[src/rtl/read_mem_pkg.sv]
// rtl/read_mem_pkg.sv - shared capture-buffer geometry and dump FSM encodings
package read_mem_pkg;

  localparam int RM_DATA_WIDTH  = 8;
  localparam int RM_ADDR_WIDTH  = 10;
  localparam int RM_MEMORY_SIZE = 2 ** RM_ADDR_WIDTH;

  typedef enum logic [1:0] {
    ST_IDLE   = 2'd0,
    ST_STREAM = 2'd1,
    ST_DRAIN  = 2'd2
  } rm_state_e;

endpackage

[src/rtl/read_mem_skid_buf.sv]
// rtl/read_mem_skid_buf.sv - two-entry skid buffer absorbing the buffer read latency
module skid_buf #(
  parameter int WIDTH = 9
) (
  input  logic             clk,
  input  logic             reset,
  input  logic [WIDTH-1:0] s_tdata_i,
  input  logic             s_tvalid_i,
  output logic [WIDTH-1:0] m_tdata_o,
  output logic             m_tvalid_o,
  input  logic             m_tready_i,
  output logic [1:0]       count_o
);

  logic [WIDTH-1:0] head_q;
  logic [WIDTH-1:0] tail_q;
  logic [1:0]       count_q;
  logic             pop;

  assign pop        = m_tvalid_o && m_tready_i;
  assign m_tdata_o  = head_q;
  assign m_tvalid_o = (count_q != 2'd0);
  assign count_o    = count_q;

  // The producer only pushes when a slot is guaranteed, so no overflow branch exists.
  always_ff @(posedge clk) begin
    if (reset) begin
      head_q  <= '0;
      tail_q  <= '0;
      count_q <= 2'd0;
    end else begin
      case (count_q)
        2'd0: begin
          if (s_tvalid_i) begin
            head_q  <= s_tdata_i;
            count_q <= 2'd1;
          end
        end
        2'd1: begin
          case ({s_tvalid_i, pop})
            2'b11: head_q <= s_tdata_i;
            2'b10: begin
              tail_q  <= s_tdata_i;
              count_q <= 2'd2;
            end
            2'b01: count_q <= 2'd0;
            default: ;
          endcase
        end
        default: begin
          if (pop) begin
            head_q <= tail_q;
            if (s_tvalid_i) tail_q <= s_tdata_i;
            else            count_q <= 2'd1;
          end
        end
      endcase
    end
  end

endmodule

[src/rtl/read_mem.sv]
// rtl/read_mem.sv - dumps the circular capture buffer oldest-first as a ready/valid stream
module read_mem
  import read_mem_pkg::*;
#(
  parameter int DATA_WIDTH  = RM_DATA_WIDTH,
  parameter int ADDR_WIDTH  = RM_ADDR_WIDTH,
  parameter int MEMORY_SIZE = 2 ** ADDR_WIDTH
) (
  input  logic                  clk,
  input  logic                  reset,
  input  logic                  start,
  input  logic [ADDR_WIDTH-1:0] waddr,
  input  logic                  primed,
  output logic                  rd_en,
  output logic [ADDR_WIDTH-1:0] raddr,
  input  logic [DATA_WIDTH-1:0] rdata,
  output logic [DATA_WIDTH-1:0] o_data,
  output logic                  o_valid,
  input  logic                  o_ready,
  output logic                  o_last,
  output logic                  busy,
  output logic                  done
);

  localparam logic [ADDR_WIDTH-1:0] LAST_ADDR = ADDR_WIDTH'(MEMORY_SIZE - 1);
  localparam logic [ADDR_WIDTH:0]   FULL_LEN  = (ADDR_WIDTH + 1)'(MEMORY_SIZE);
  localparam logic [ADDR_WIDTH:0]   ONE_LEFT  = (ADDR_WIDTH + 1)'(1);

  rm_state_e               state_q;
  logic [ADDR_WIDTH:0]     remain_q;
  logic [ADDR_WIDTH:0]     len_d;
  logic [ADDR_WIDTH-1:0]   raddr_q;
  logic [ADDR_WIDTH-1:0]   start_addr_d;
  logic                    busy_q;
  logic                    done_q;
  logic                    rd_pend_q;
  logic                    rd_last_q;
  logic [1:0]              skid_count;
  logic [2:0]              occupancy;
  logic                    pop;
  logic [DATA_WIDTH:0]     skid_out;

  assign pop          = o_valid && o_ready;
  assign occupancy    = {1'b0, skid_count} + {2'b00, rd_pend_q};
  // A beat leaving this cycle frees a slot, which keeps 1 beat/cycle with o_ready high.
  assign rd_en        = (state_q == ST_STREAM) && (occupancy <= ({2'b00, pop} + 3'd1));
  assign len_d        = primed ? FULL_LEN : {1'b0, waddr};
  assign start_addr_d = primed ? waddr : '0;

  assign raddr  = raddr_q;
  assign busy   = busy_q;
  assign done   = done_q;
  assign o_data = skid_out[DATA_WIDTH-1:0];
  assign o_last = skid_out[DATA_WIDTH];

  always_ff @(posedge clk) begin
    if (reset) begin
      state_q   <= ST_IDLE;
      remain_q  <= '0;
      raddr_q   <= '0;
      busy_q    <= 1'b0;
      done_q    <= 1'b0;
      rd_pend_q <= 1'b0;
      rd_last_q <= 1'b0;
    end else begin
      done_q    <= 1'b0;
      rd_pend_q <= rd_en;
      rd_last_q <= rd_en && (remain_q == ONE_LEFT);
      case (state_q)
        ST_IDLE: begin
          if (start) begin
            if (len_d == '0) begin
              done_q <= 1'b1;
            end else begin
              state_q  <= ST_STREAM;
              busy_q   <= 1'b1;
              raddr_q  <= start_addr_d;
              remain_q <= len_d;
            end
          end
        end
        ST_STREAM: begin
          if (rd_en) begin
            raddr_q  <= (raddr_q == LAST_ADDR) ? '0 : raddr_q + 1'b1;
            remain_q <= remain_q - 1'b1;
            if (remain_q == ONE_LEFT) state_q <= ST_DRAIN;
          end
        end
        ST_DRAIN: begin
          if (pop && o_last) begin
            state_q <= ST_IDLE;
            busy_q  <= 1'b0;
            done_q  <= 1'b1;
          end
        end
        default: state_q <= ST_IDLE;
      endcase
    end
  end

  skid_buf #(
    .WIDTH(DATA_WIDTH + 1)
  ) u_skid (
    .clk        (clk),
    .reset      (reset),
    .s_tdata_i  ({rd_last_q, rdata}),
    .s_tvalid_i (rd_pend_q),
    .m_tdata_o  (skid_out),
    .m_tvalid_o (o_valid),
    .m_tready_i (o_ready),
    .count_o    (skid_count)
  );

endmodule

[config.mk]
export PLATFORM = sky130hd
export DESIGN_NAME = read_mem
export DESIGN_NICKNAME = d
export VERILOG_FILES = /design/src/rtl/read_mem_pkg.sv /design/src/rtl/read_mem_skid_buf.sv /design/src/rtl/read_mem.sv
export SDC_FILE = /design/constraint.sdc
export NUM_CORES = 1
export LEC_CHECK = 0
export CAP_MARGIN = 20
export CORE_MARGIN = 5
export CORE_UTILIZATION = 53
export CTS_CLUSTER_DIAMETER = 100
export DETAILED_ROUTE_END_ITERATION = 10
export PLACE_DENSITY = 0.83
export SLEW_MARGIN = 20
export SYNTH_ARGS = -nofsm -noshare
export SYNTH_HDL_FRONTEND = slang
export SYNTH_SLANG_ARGS = --single-unit
[constraint.sdc]
create_clock -name clk -period 2.63 [get_ports clk]
set_input_delay 0.6575 -clock clk [delete_from_list [all_inputs] [get_ports clk]]
set_output_delay 0.6575 -clock clk [all_outputs]
set_load 0.02 [all_outputs]
==> results.md, run 1 <==
- Largest net degree at the start of global routing: 30
- Layout cells sized above 1: 0.133
- PwrDens: 530 mW/mm2
- CP Max Fanout: 2
- Hpwl dp: 5.61 mm
- Endpoints failing hold: 0
- Initial DRT Pass Iterations: 4
- Avg Inst Size Synth: 8.61 um2
- Num CTS Buffers: 5
- Clock tree from TritonCTS: built
- Vias in the first global route: 2,790
- Antenna violations before repair: 0
- Drc violations: 0
- Fin. max-slew vios: 0
- Syn Inst Count: 321
- R2R depth: 6
- Commonest non-fill, non-tap cell in the layout: dfxtp_1
- Worst Path Arrival: 1.77 ns
- Die Wd: 82.2 um
- RePlAce Congestion: 0.898
- Clock Sinks: 47
- Routed vias/inst: 6.49
- Die Ht: 82.2 um
- Final Cycle Share: 0.924
- Root Buffer Master: clkbuf_8
- Diodes inserted: 0
- Starting Density: 0.544
- Crit start category: input port
- Outcome: finished, final reports clean
- Drt initial violations: 331
- HP Start: busy$_SDFFE_PP0P_
- Core footprint: 0.00507 mm2
- Synth unique cells: 63
- Synth area leader: dfxtp_1
- Async S/R FF share, synth: 0
- Post-synthesis mux area share: 0.0652
- Hold slack final: 0.473 ns
- Clk pin slew, worst setup/hold paths: 0.09 ns
- Tmin final: 2.43 ns
- Most frequent cells in the layout: dfxtp_1 (47), clkdlybuf4s50_1 (44), nor2_1 (31), buf_4 (29), mux2i_1 (18)
- Simple-gate share of the synthesized area: 0.215
- R2r startpoint: rd_pend_q$_SDFF_PP0_
- H-Tree Depth: 2
- Antenna viol nets, final: 0
- Number of fillers in the final layout: 431
- Ports: 46
- Post-Route Skew: 0.00851 ns
- Worst-Skew Late Latency: 0.30 ns
- Crit path launch: o_ready
- HP Class: reg -> reg
- Syn_nets: 349
- Transition time at the pin with the least slew margin: 0.637 ns
- EDFF count, synth: 0
- DRT Wirelength: 7.78 mm
- CP required: 1.97 ns
- Grt ovf: 0
- Post-Route Utilization: 0.683
- Slew headroom: 0.576
- Wire per inst: 17.4 um
- Hold buffers post-CTS: 0
- Adder-Cell Fraction of Synth Area: 0.0226
- Mapped Area: 0.00276 mm2
- Die area: 0.00676 mm2
- Clk buf depth: 2
- First-pass GRT wire length: 13.0 mm
- Crit Path Class: in -> out
- Via count: 2,902
- VDD IR-drop max: 0.358 mV
- Hold depth: 2
- Endpoints failing setup: 0
- Fmax: 411 MHz
- P&R area growth vs syn: 25.5%
- Tot GR Track Use: 0.245
- Flop2flop setup slack: 0.21 ns
- Yosys warnings: 0
- Total power draw: 1.84 mW
- Largest family of logic cells by synthesized area: compound AO/OA/AOI/OAI gates
- Worst Setup End Kind: primary output
- IO buf count: 45
- FP Rows: 26
- Largest cells by area after synthesis: dfxtp_1 (34%), mux2i_1 (6.5%), nor2_1 (4.2%)
- Fin cells: 447
- Ys flop type: dfxtp_1
- Nets: 404
- Proportion of synthesized chip area in sequential cells: 0.341
- Flip-flop and latch count after synthesis: 47
- Cells after DPL: 439
- LEAKAGE: 1.27 nW
- Synth top area share: 0.341
- RSZ-0062 raised after global routing: no
- Max Cap Viol: 0
- XOR/XNOR Fraction of Synth Area: 0.00634
- Compound-Gate Fraction of Synth Area: 0.281
==> cells by family (layout without fill, tap and decap cells) <==
logic type,after synthesis,in the layout
AO/OA/AOI/OAI,98,98
XOR/XNOR,2,2
adder cells (fa/ha/maj),5,5
buffers and inverters,42,98
flip-flops,47,47
multiplexers,18,18
AND/OR/NAND/NOR,109,109
==> per-stage QoR <==
step,setup TNS [ns],setup slack [ns],area (um2)
floorplan,0,0.431,2760
finish,0,0.199,3470
detailed placement,-0.310,-0.237,3390
global route,0,0.0926,3470
global placement,-0.207,-0.207,3390
CTS,0,0.0137,3470
==> critical path, cell delays in order <==
cell and delay [ns]:
clkdlybuf4s50_1 0.48, o21ai_1 0.13, nor4_4 0.17, nor2_1 0.10, inv_1 0.06, clkbuf_2 0.16
==> area by class of cell <==
| class | instances | area, um2 | area share |
|---|---|---|---|
| Timing Repair Buffer | 74 | 663 | 0.191 |
| Inverter | 16 | 60.1 | 0.0173 |
| Clock buffer | 6 | 72.6 | 0.0209 |
| Clock inverter | 2 | 12.5 | 0.00361 |
| Sequential cell | 47 | 941 | 0.271 |
| Tap cell | 70 | 87.6 | 0.0253 |
| Multi-Input combinational cell | 232 | 1630 | 0.470 |
==> synth_stat cells (3+ instances only) <==
master	count
a221oi_2	5
o32ai_1	13
nand4_1	3
nor3_1	9
mux2i_1	18
nand3_1	12
nand2_1	16
a31oi_1	4
o21ai_0	6
nand2b_1	3
o31ai_1	3
clkbuf_1	13
inv_1	15
a221oi_1	9
buf_2	7
and4_1	3
nor2_1	31
dfxtp_1	47
ha_1	5
and3_1	5
a211oi_1	14
buf_6	3
a21oi_1	14
nand3b_1	3
or3_1	3
nor2b_1	3
nor4_1	6
==> worst paths after layout <==
kind,end
max,rd_en
min,busy$_SDFFE_PP0P_
min reg2reg,busy$_SDFFE_PP0P_
max reg2reg,remain_q[0]$_SDFFE_PP0P_
==> power breakdown <==
| group | internal (mW) | switching, mW |
|---|---|---|
| combinational | 0.267 | 0.317 |
| clock | 0.186 | 0.249 |
| sequential | 0.764 | 0.0543 |
==> per-layer routing <==
layer,wire (um),GRT usage,vias up,share of wire
li1,-,-,1357,-
met1,3270,0.316,1354,0.42
met2,3710,0.401,165,0.48
met3,604,0.0445,26,0.078
met4,192,0.0980,0,0.025
met5,0,0,-,0
==> flip-flops by register name, summed over array words and instances (netlist names) <==
register	flops
remain_q	11
done	1
u_skid.tail_q	9
u_skid.m_tdata_o	9
raddr	10
busy	1
state_q	2
u_skid.count_o	2
rd_last_q	1
rd_pend_q	1
==> timing repair <==
item,4_1_cts,5_1_grt
buffers inserted,0,0
resized for setup,1,2
setup endpoints to repair,1,1
Note: power is estimated with default switching activity, not from simulation.
==> run 2, diff against run 1 <==
--- a/config.mk
+++ b/config.mk
@@ -5,6 +5,7 @@
 export SDC_FILE = /design/constraint.sdc
 export NUM_CORES = 1
 export LEC_CHECK = 0
+export ABC_AREA = 1
 export CAP_MARGIN = 20
 export CORE_MARGIN = 5
 export CORE_UTILIZATION = 53
==> results.md, run 2 <==
- Outcome: finished, final reports clean (unchanged)
- LEAKAGE: 1.42 nW (was 1.27 nW)
- Worst Path Arrival: 1.77 ns (about the same)
- Crit start category: input port (unchanged)
- First-pass GRT wire length: 11.2 mm (was 13.0 mm)
- Worst-Skew Late Latency: 0.29 ns (was 0.30 ns)
- Final Cycle Share: 0.924 (about the same)
- Clock tree from TritonCTS: built (unchanged)
- Buf+Inv Stages, Crit Path: 2 (was 3)
- Largest register by flop count: remain_q (unchanged)
- RePlAce Congestion: 0.918 (was 0.898)
- Transition time at the pin with the least slew margin: 0.443 ns (was 0.637 ns)
- Vias in the first global route: 2,541 (was 2,790)
- P&R area growth vs syn: 23.6% (was 25.5%)
- Initial DRT Pass Iterations: 6 (was 4)
- Post-CTS sizing: 1 (unchanged)
- Seq pwr share: 0.437 (was 0.445)
- RSZ-0062 raised after global routing: no (unchanged)
- Critical Path Slowest Stage Cell: clkdlybuf4s50_1 (unchanged)
- Number of fillers in the final layout: 421 (was 431)
- Root Buffer Master: clkbuf_8 (unchanged)
- Hpwl dp: 4.86 mm (was 5.61 mm)
- Post-Route Skew: 0.00723 ns (was 0.00851 ns)
- Crit path launch: o_ready (unchanged)
- Routed vias/inst: 5.28 (was 6.49)
- Ports: 46 (unchanged)
- Async S/R FF share, synth: 0 (unchanged)
- CP Max Fanout: 2 (unchanged)
- Max Cap Viol: 0 (unchanged)
- Tmin final: 2.43 ns (about the same)
- Endpoints failing setup: 0 (unchanged)
- Drc violations: 0 (unchanged)
- Clock power frac: 0.213 (was 0.237)
- Switching portion of total power: 0.370 (was 0.337)
- Top cells by count, synth: nor2_1 (100), nand2_1 (89), dfxtp_1 (47), o21ai_0 (43), inv_1 (33) (was dfxtp_1 (47), nor2_1 (31), mux2i_1 (18), nand2_1 (16), inv_1 (15))
- Flip-flop and latch count after synthesis: 47 (unchanged)
- Commonest non-fill, non-tap cell in the layout: nor2_1 (was dfxtp_1)
- CP top delay family: buffers and inverters (unchanged)
- Post-Route Utilization: 0.684 (was 0.683)
- Syn_nets: 446 (was 349)
- Setup ws final: 0.200 ns (was 0.199 ns)
- HP Class: reg -> reg (unchanged)
- Mapped Area: 0.00265 mm2 (was 0.00276 mm2)
- Highest cell delay on the worst timing path: 0.50 ns (was 0.48 ns)
- Placed Area: 0.00319 mm2 (was 0.00339 mm2)
- Drt initial violations: 284 (was 331)
- Avg Inst Size Synth: 6.34 um2 (was 8.61 um2)
- DRT Wirelength: 6.63 mm (was 7.78 mm)
- Hold slack final: 0.459 ns (was 0.473 ns)
- Clock Sinks: 47 (unchanged)
- Top-count cell post-synth: nor2_1 (was dfxtp_1)
- Clk pin slew, worst setup/hold paths: 0.09 ns (about the same)
- PwrDens: 611 mW/mm2 (was 530 mW/mm2)
- Critical path cell sequence: clkdlybuf4s50_1, nand3_2, nand2_1, nand2_2, nor2_1, dlygate4sd2_1 (was clkdlybuf4s50_1, o21ai_1, nor4_4, nor2_1, inv_1, clkbuf_2)
- Clk buf depth: 2 (unchanged)
- Die Wd: 80.7 um (was 82.2 um)
- Synth unique cells: 32 (was 63)
- Wire per inst: 12.4 um (was 17.4 um)
- Largest cells by area after synthesis: dfxtp_1 (36%), nor2_1 (14%), nand2_1 (13%) (was dfxtp_1 (34%), mux2i_1 (6.5%), nor2_1 (4.2%))
- Final instance area: 0.00328 mm2 (was 0.00347 mm2)
- Synth top area share: 0.355 (was 0.341)
- Diodes inserted: 0 (unchanged)
- Die Ht: 80.7 um (was 82.2 um)
- CP required: 1.97 ns (about the same)
- Fmax: 412 MHz (was 411 MHz)
- Antenna violations before repair: 0 (unchanged)
- Grt ovf: 0 (unchanged)
- R2r startpoint: raddr[0]$_SDFFE_PP0P_ (was rd_pend_q$_SDFF_PP0_)
- Starting Density: 0.554 (was 0.544)
- Pint: 1.26 mW (was 1.22 mW)
- Num CTS Buffers: 5 (unchanged)
- Most frequent cells in the layout: nor2_1 (100), nand2_1 (89), dfxtp_1 (47), clkdlybuf4s50_1 (44), o21ai_0 (43) (was dfxtp_1 (47), clkdlybuf4s50_1 (44), nor2_1 (31), buf_4 (29), mux2i_1 (18))
- Setup Buffers After CTS: 0 (unchanged)
- Layout cells sized above 1: 0.0600 (was 0.133)
- Antenna viol nets, final: 0 (unchanged)
- Tot GR Track Use: 0.214 (was 0.245)
- NetSw: 0.741 mW (was 0.620 mW)
- Fin. max-slew vios: 0 (unchanged)
- H-Tree Depth: 2 (unchanged)
- EDFF count, synth: 0 (unchanged)
- Yosys warnings: 0 (unchanged)
- Core footprint: 0.00479 mm2 (was 0.00507 mm2)
- Nets: 495 (was 404)
- Crit Path Class: in -> out (unchanged)
- HP Start: busy$_SDFFE_PP0P_ (unchanged)
- Max FFs per register: 11 (unchanged)
- IO buf count: 45 (unchanged)
- Hold buffers post-CTS: 0 (unchanged)
- Largest net degree at the start of global routing: 29 (was 30)
- Synth area leader: dfxtp_1 (unchanged)
- FP Rows: 25 (was 26)
- Die area: 0.00651 mm2 (was 0.00676 mm2)
- Proportion of synthesized chip area in sequential cells: 0.355 (was 0.341)
- VDD IR-drop max: 0.404 mV (was 0.358 mV)
- Slew headroom: 0.704 (was 0.576)
- Gate power share: 0.350 (was 0.318)
- Via count: 2,817 (was 2,902)
- Ys flop type: dfxtp_1 (unchanged)
- Endpoints failing hold: 0 (unchanged)
- Post-place setup slack: -0.0901 ns (was -0.237 ns)
- Syn Inst Count: 418 (was 321)
- Worst Setup End Kind: primary output (unchanged)
==> run 2: cell count changes after synthesis, sizes merged, moves of 7 or more <==
cell    before  now
nand2       16   94
o21ai        8   55
o32ai       13    0
nor2        31  101
a211oi      14    0
a221oi      14    0
inv         15   37
a31oi        4   11
nand3       12   23
clkbuf      13    6
mux2i       18    0
==> run 2: power groups by stage <==
stage,Clock (mW),Sequential (mW),Combinational (mW)
final,0.427,0.875,0.700
after global routing,0.465,0.889,0.784
after CTS,0.434,0.872,0.698
after detailed placement,0,0.888,0.696
after global placement,0,0.886,0.678
after floorplan,0,0.920,0.426
==> run 2: stage by stage <==
step           setup TNS, ns  power (mW)  cells
3_3_place_gp         -0.0649        1.56    527
5_1_grt                    0        2.14    534
2_1_floorplan              0        1.35    418
4_1_cts                    0        2.00    534
3_5_place_dp         -0.0901        1.58    527
6_report                   0        2.00    534
==> run 2: cell families (layout without fill, tap and decap cells) <==
| kind of cell | count (synthesis) | in the layout | share of synthesized area |
|---|---|---|---|
| and+or+nand+nor | 229 | 229 | 0.363 |
| AOI/OAI and AO/OA | 83 | 83 | 0.165 |
| buffers and inverters | 51 | 100 | 0.0840 |
| DFF | 47 | 47 | 0.355 |
| adders and majority gates | 5 | 5 | 0.0236 |
| xor gates and xnor gates | 3 | 3 | 0.00992 |
==> run 2: worst reg2reg max path, delay by kind of cell (launching register included) <==
kind / cells / cell delay (ns)
DFF: 1 / 0.47
adders and majority gates: 1 / 0.27
and+or+nand+nor: 5 / 0.65
AOI/OAI and AO/OA: 2 / 0.52
==> run 2: final cells by class <==
class                   instances  area [um2]  area share
clock inverters                 2        13.8     0.00420
clock buffers                   5        68.8      0.0210
repair buffers                 55         537       0.164
flip-flops and latches         47         941       0.287
well taps                      67        83.8      0.0256
multi-input cells             320        1490       0.454
inverters                      38         145      0.0443
==> run 2: worst paths after layout <==
| path | end | slack, ns | depth (start not counted) |
|---|---|---|---|
| worst min-delay path | busy$_SDFFE_PP0P_ | 0.46 | 2 |
| worst max-delay path | rd_en | 0.20 | 6 |
| worst max register to register | raddr[1]$_SDFFE_PP0P_ | 0.63 | 8 |
| worst min register to register | busy$_SDFFE_PP0P_ | 0.46 | 2 |
==> run 2: per-layer routing <==
metal  wire length, um  vias up  track usage
met3               437        9       0.0392
met4                85        0       0.0709
met1              2930     1271        0.276
met2              3180       89        0.358
met5                 0        -            0
li1                  -     1448            -
==> patch 1 (config.mk and constraints of run 1) <==
Change the package constant `RM_DATA_WIDTH` from 8 to 12.
--- a/src/rtl/read_mem_pkg.sv
+++ b/src/rtl/read_mem_pkg.sv
@@ -2,5 +2,5 @@
 package read_mem_pkg;
 
-  localparam int RM_DATA_WIDTH  = 8;
+  localparam int RM_DATA_WIDTH  = 12;
   localparam int RM_ADDR_WIDTH  = 10;
   localparam int RM_MEMORY_SIZE = 2 ** RM_ADDR_WIDTH;
Interface: changed (resized o_data and rdata); port bits go from 46 to 54. The function was not compared with the original's and may differ.
==> patch 1 against run 1 <==
- sequential power rose by 18%
- non-clock buffer count fell by 5
- maximum frequency fell by 1.5%
- routed wire length fell by 7.7%
- worst setup slack got worse by 0.036 ns
- combinational power fell by 7.9%
- sequential share of layout area rose by 3.7 points
- die area rose by 2.5%
- design area rose by 3.0%
- register-to-register slack improved by 0.42 ns
- synthesized area rose by 2.8%
- clock power rose by 16%
- power rose by 9.1%
- sequential cell count rose by 8
- critical endpoint is now o_valid
- largest cell class unchanged
- largest power group unchanged
- highest routed layer unchanged
==> patch 1: results (changes against run 1) <==
Outcome: completed
Worst reg2reg path depth: 7 (+1)
Post-synthesis sequential area ratio: 38.8% (+4.7 points)
Fmax: 0.405 GHz (-1.5%)
Worst Setup SP: u_skid.count_o[1]$_SDFFE_PP0P_
Inst Count DP: 450 (+2.5%)
Worst EP arrival: 1.81 ns (+0.04 ns)
Syn nets: 365 (+4.6%)
Met3 wire len: 412 um (-32%)
Int Power: 0.00134 W (+10%)
Clk pin slew, worst setup/hold paths: 0.11 ns (+0.02 ns)
Met2 routed WL: 3.52 mm (-5.0%)
Syn Inst Count: 333 (+3.7%)
Vias in the first global route: 2566 (-8.0%)
Hold slack: 0.501 ns (+0.0274 ns)
Peak supply drop: 0.349 mV (-2.4%)
Hold Startpoint: remain_q[10]$_SDFFE_PP0P_
Wire length on met1: 3.12 mm (-4.6%)
GR Util met2: 34.8% (-5.3 points)
Worst Hold Endpoint: remain_q[10]$_SDFFE_PP0P_
Met1 usage in global routing: 26.1% (-5.5 points)
Distinct cells, synth: 55 (-13%)
R2R Setup Slk: 0.63 ns (+0.42 ns)
Top cells by count, synth: 55 x dfxtp_1, 49 x nor2_1, 26 x mux2i_1
Largest net degree at the start of global routing: 38 (+27%)
Leakage: 1.34 nW (+5.4%)
Layout cells sized above 1: 9.02% (-4.2 points)
Top post-synthesis cells by area: dfxtp_1 39%, mux2i_1 9.2%, nor2_1 6.5%
-- patch 1: cell count changes in the layout (fill, tap and decap cells not counted), moves of 9 or more --
cell / delta
nor2_1: +18
a21oi_1: +9
o32ai_1: -9
buf_4: -14
o21ai_0: +10
inv_1: -9
-- patch 1: worst min-delay path, cell delays in order (launching register included) --
cell and delay, ns:
dfxtp_1 0.33, o21ai_0 0.07, a21oi_1 0.07
-- patch 1: logic make-up (layout without fill, tap and decap cells) --
| logic type | after synthesis | in the layout | share of synthesized area (%) |
|---|---|---|---|
| AOI/OAI and AO/OA | 90 | 90 | 21.6 |
| xor gates and xnor gates | 4 | 4 | 1.23 |
| adders and majority gates | 5 | 5 | 2.20 |
| buffers and inverters | 28 | 83 | 4.80 |
| DFF | 55 | 55 | 38.8 |
| muxes | 27 | 27 | 9.56 |
| and+or+nand+nor | 124 | 124 | 21.8 |
-- patch 1: area by class of cell --
class / count / area, um2
Inverter: 6 / 22.5
Sequential cell: 55 / 1100
Clock buffer: 5 / 68.8
Clock inverter: 3 / 27.5
Fill cell: 419 / 1600
Tap cell: 70 / 87.6
Timing Repair Buffer: 69 / 658
Multi-Input combinational cell: 250 / 1600
-- patch 1: power groups by stage --
stage | Sequential, W | Combinational (W) | Clock (W)
after floorplan | 0.00100 | 0.000301 | 0
after global placement | 0.000976 | 0.000519 | 0
after detailed placement | 0.000979 | 0.000531 | 0
after CTS | 0.000960 | 0.000535 | 0.000512
after global routing | 0.000973 | 0.000590 | 0.000547
final | 0.000963 | 0.000539 | 0.000504
-- patch 1: through the flow --
step           TNS [ns]  instance area [um2]
2_1_floorplan         0                 2840
3_3_place_gp     -0.109                 3470
3_5_place_dp     -0.144                 3470
4_1_cts               0                 3570
5_1_grt               0                 3570
6_report              0                 3570
==> patch 2 (config.mk and constraints of run 1) <==
Made on the original files. The 3 states of `rm_state_e` get a one-hot encoding in 3 bits.
--- a/src/rtl/read_mem_pkg.sv
+++ b/src/rtl/read_mem_pkg.sv
@@ -6,8 +6,8 @@
   localparam int RM_MEMORY_SIZE = 2 ** RM_ADDR_WIDTH;
 
-  typedef enum logic [1:0] {
-    ST_IDLE   = 2'd0,
-    ST_STREAM = 2'd1,
-    ST_DRAIN  = 2'd2
+  typedef enum logic [2:0] {
+    ST_IDLE   = 3'b001,
+    ST_STREAM = 3'b010,
+    ST_DRAIN  = 3'b100
   } rm_state_e;
 
Behaviour: no difference found for any inputs over 10 cycles, from zero or initial values and one cycle with reset high; not proved beyond that.
==> patch 2 against run 1 <==
- synthesized area fell by 7.8%
- power shrank 6.8%
- design area down 5.6%
- sequential power down 2%
- synthesized cell count is 3.4% lower
- sequential cell count grew 1
- clock skew is 0.0039 ns lower
- clock power up 26%
- count of clock-buffer cells in the layout is 1 lower
- worst setup slack got worse by 0.062 ns
- global-route usage fell by 2.2 points
- largest power group unchanged
- routed wire length down 15%
==> patch 2: results (changes against run 1) <==
Iter 0 DRT Violations: 272 (-18%)
Sw frac: 28.9% (-4.8 points)
Adder-Cell Fraction of Synth Area: 2.46% (+0.19 points)
Top post-synthesis cells by area: dfxtp_1 38%, mux2i_1 7.1%, a21oi_1 5.7%
Mapped Avg Cell Area: 8.21 um2 (-4.6%)
Layout Skew: 0.00464 ns (-0.00387 ns)
Combinational power: 0.000360 W (-38%)
DP HPWL: 4.70 mm (-16%)
Clk pin slew, worst setup/hold paths: 0.09 ns (about the same)
Worst EP arrival: 1.84 ns (+0.07 ns)
Fin crit period: 2.49 ns (+0.0620 ns)
Final #Nets: 392 (-3.0%)
DP Worst Slack: -0.321 ns (-0.0833 ns)
Global-route met3 utilization: 4.76% (+0.32 points)
Hold Startpoint: remain_q[8]$_SDFFE_PP0P_
Vias in the first global route: 2333 (-16%)
Worst Hold Endpoint: remain_q[8]$_SDFFE_PP0P_
GRT Util Overall: 22.2% (-2.2 points)
Clock share of power: 32.0% (+8.3 points)
Post-synthesis xor/xnor area fraction: 0.344% (-0.29 points)
First-pass GRT wire length: 11.2 mm (-14%)
Pre-antenna DRT Iters: 5 (+1)
Post-synthesis sequential area ratio: 37.7% (+3.7 points)
Hold slack: 0.499 ns (+0.0261 ns)
Leakage: 1.24 nW (-2.9%)
Met1 usage in global routing: 29.6% (-2.0 points)
Syn nets: 338 (-3.2%)
Mux share of post-synthesis cell area: 7.52% (+1.0 points)
Layout cells sized above 1: 11.5% (-1.8 points)
Routed wire length: 6.60 mm (-15%)
Post-Layout Cell Count: 419 (-6.3%)
Post-CTS sizing: 4 (+3)
Worst hold path depth: 2 (unchanged)
Distinct cells, synth: 53 (-16%)
Least-Margin Pin Slew: 0.512 ns (-0.125 ns)
Peak supply drop: 0.432 mV (+21%)
R2R Setup Slk: 0.43 ns (+0.22 ns)
Post-synthesis compound-gate area fraction: 23.7% (-4.4 points)
Pwr Total: 0.00171 W (-6.8%)
Reg-to-Reg Start: state_q[1]$_SDFFE_PP0P_
Largest net degree at the start of global routing: 37 (+23%)
Top cells by count, synth: 48 x dfxtp_1, 38 x nor2_1, 29 x a21oi_1
Placer Congestion: 0.844 (-6.0%)
Vias: 2557 (-12%)
Outcome: completed
## patch 2: cell count changes after synthesis, moves of 4 or more
| cell | delta |
|---|---|
| a221oi_1 | -4 |
| o32ai_1 | -10 |
| o21ai_0 | +19 |
| nor3b_1 | +4 |
| inv_1 | -9 |
| a21oi_1 | +15 |
| nand3_1 | -6 |
| nor2_1 | +7 |
| nor3_1 | +9 |
| a221oi_2 | -5 |
## patch 2: cell type report
type | count | area [um2]
multi-input cells | 235 | 1480
fillers | 368 | 1420
flip-flops and latches | 48 | 961
repair buffers | 68 | 631
clock buffers | 5 | 68.8
well taps | 54 | 67.6
clock inverters | 3 | 46.3
inverters | 6 | 22.5
## patch 2: tightest hold or removal path, stage by stage, from the launching register on
cell     delay, ns
dfxtp_1       0.32
o21ai_0       0.07
a21oi_1       0.07
## patch 2: routing by layer
metal | up-vias | wire, um
met1 | 1177 | 2760
met5 | - | 0
met3 | 15 | 492
li1 | 1252 | -
met2 | 113 | 3230
met4 | 0 | 124
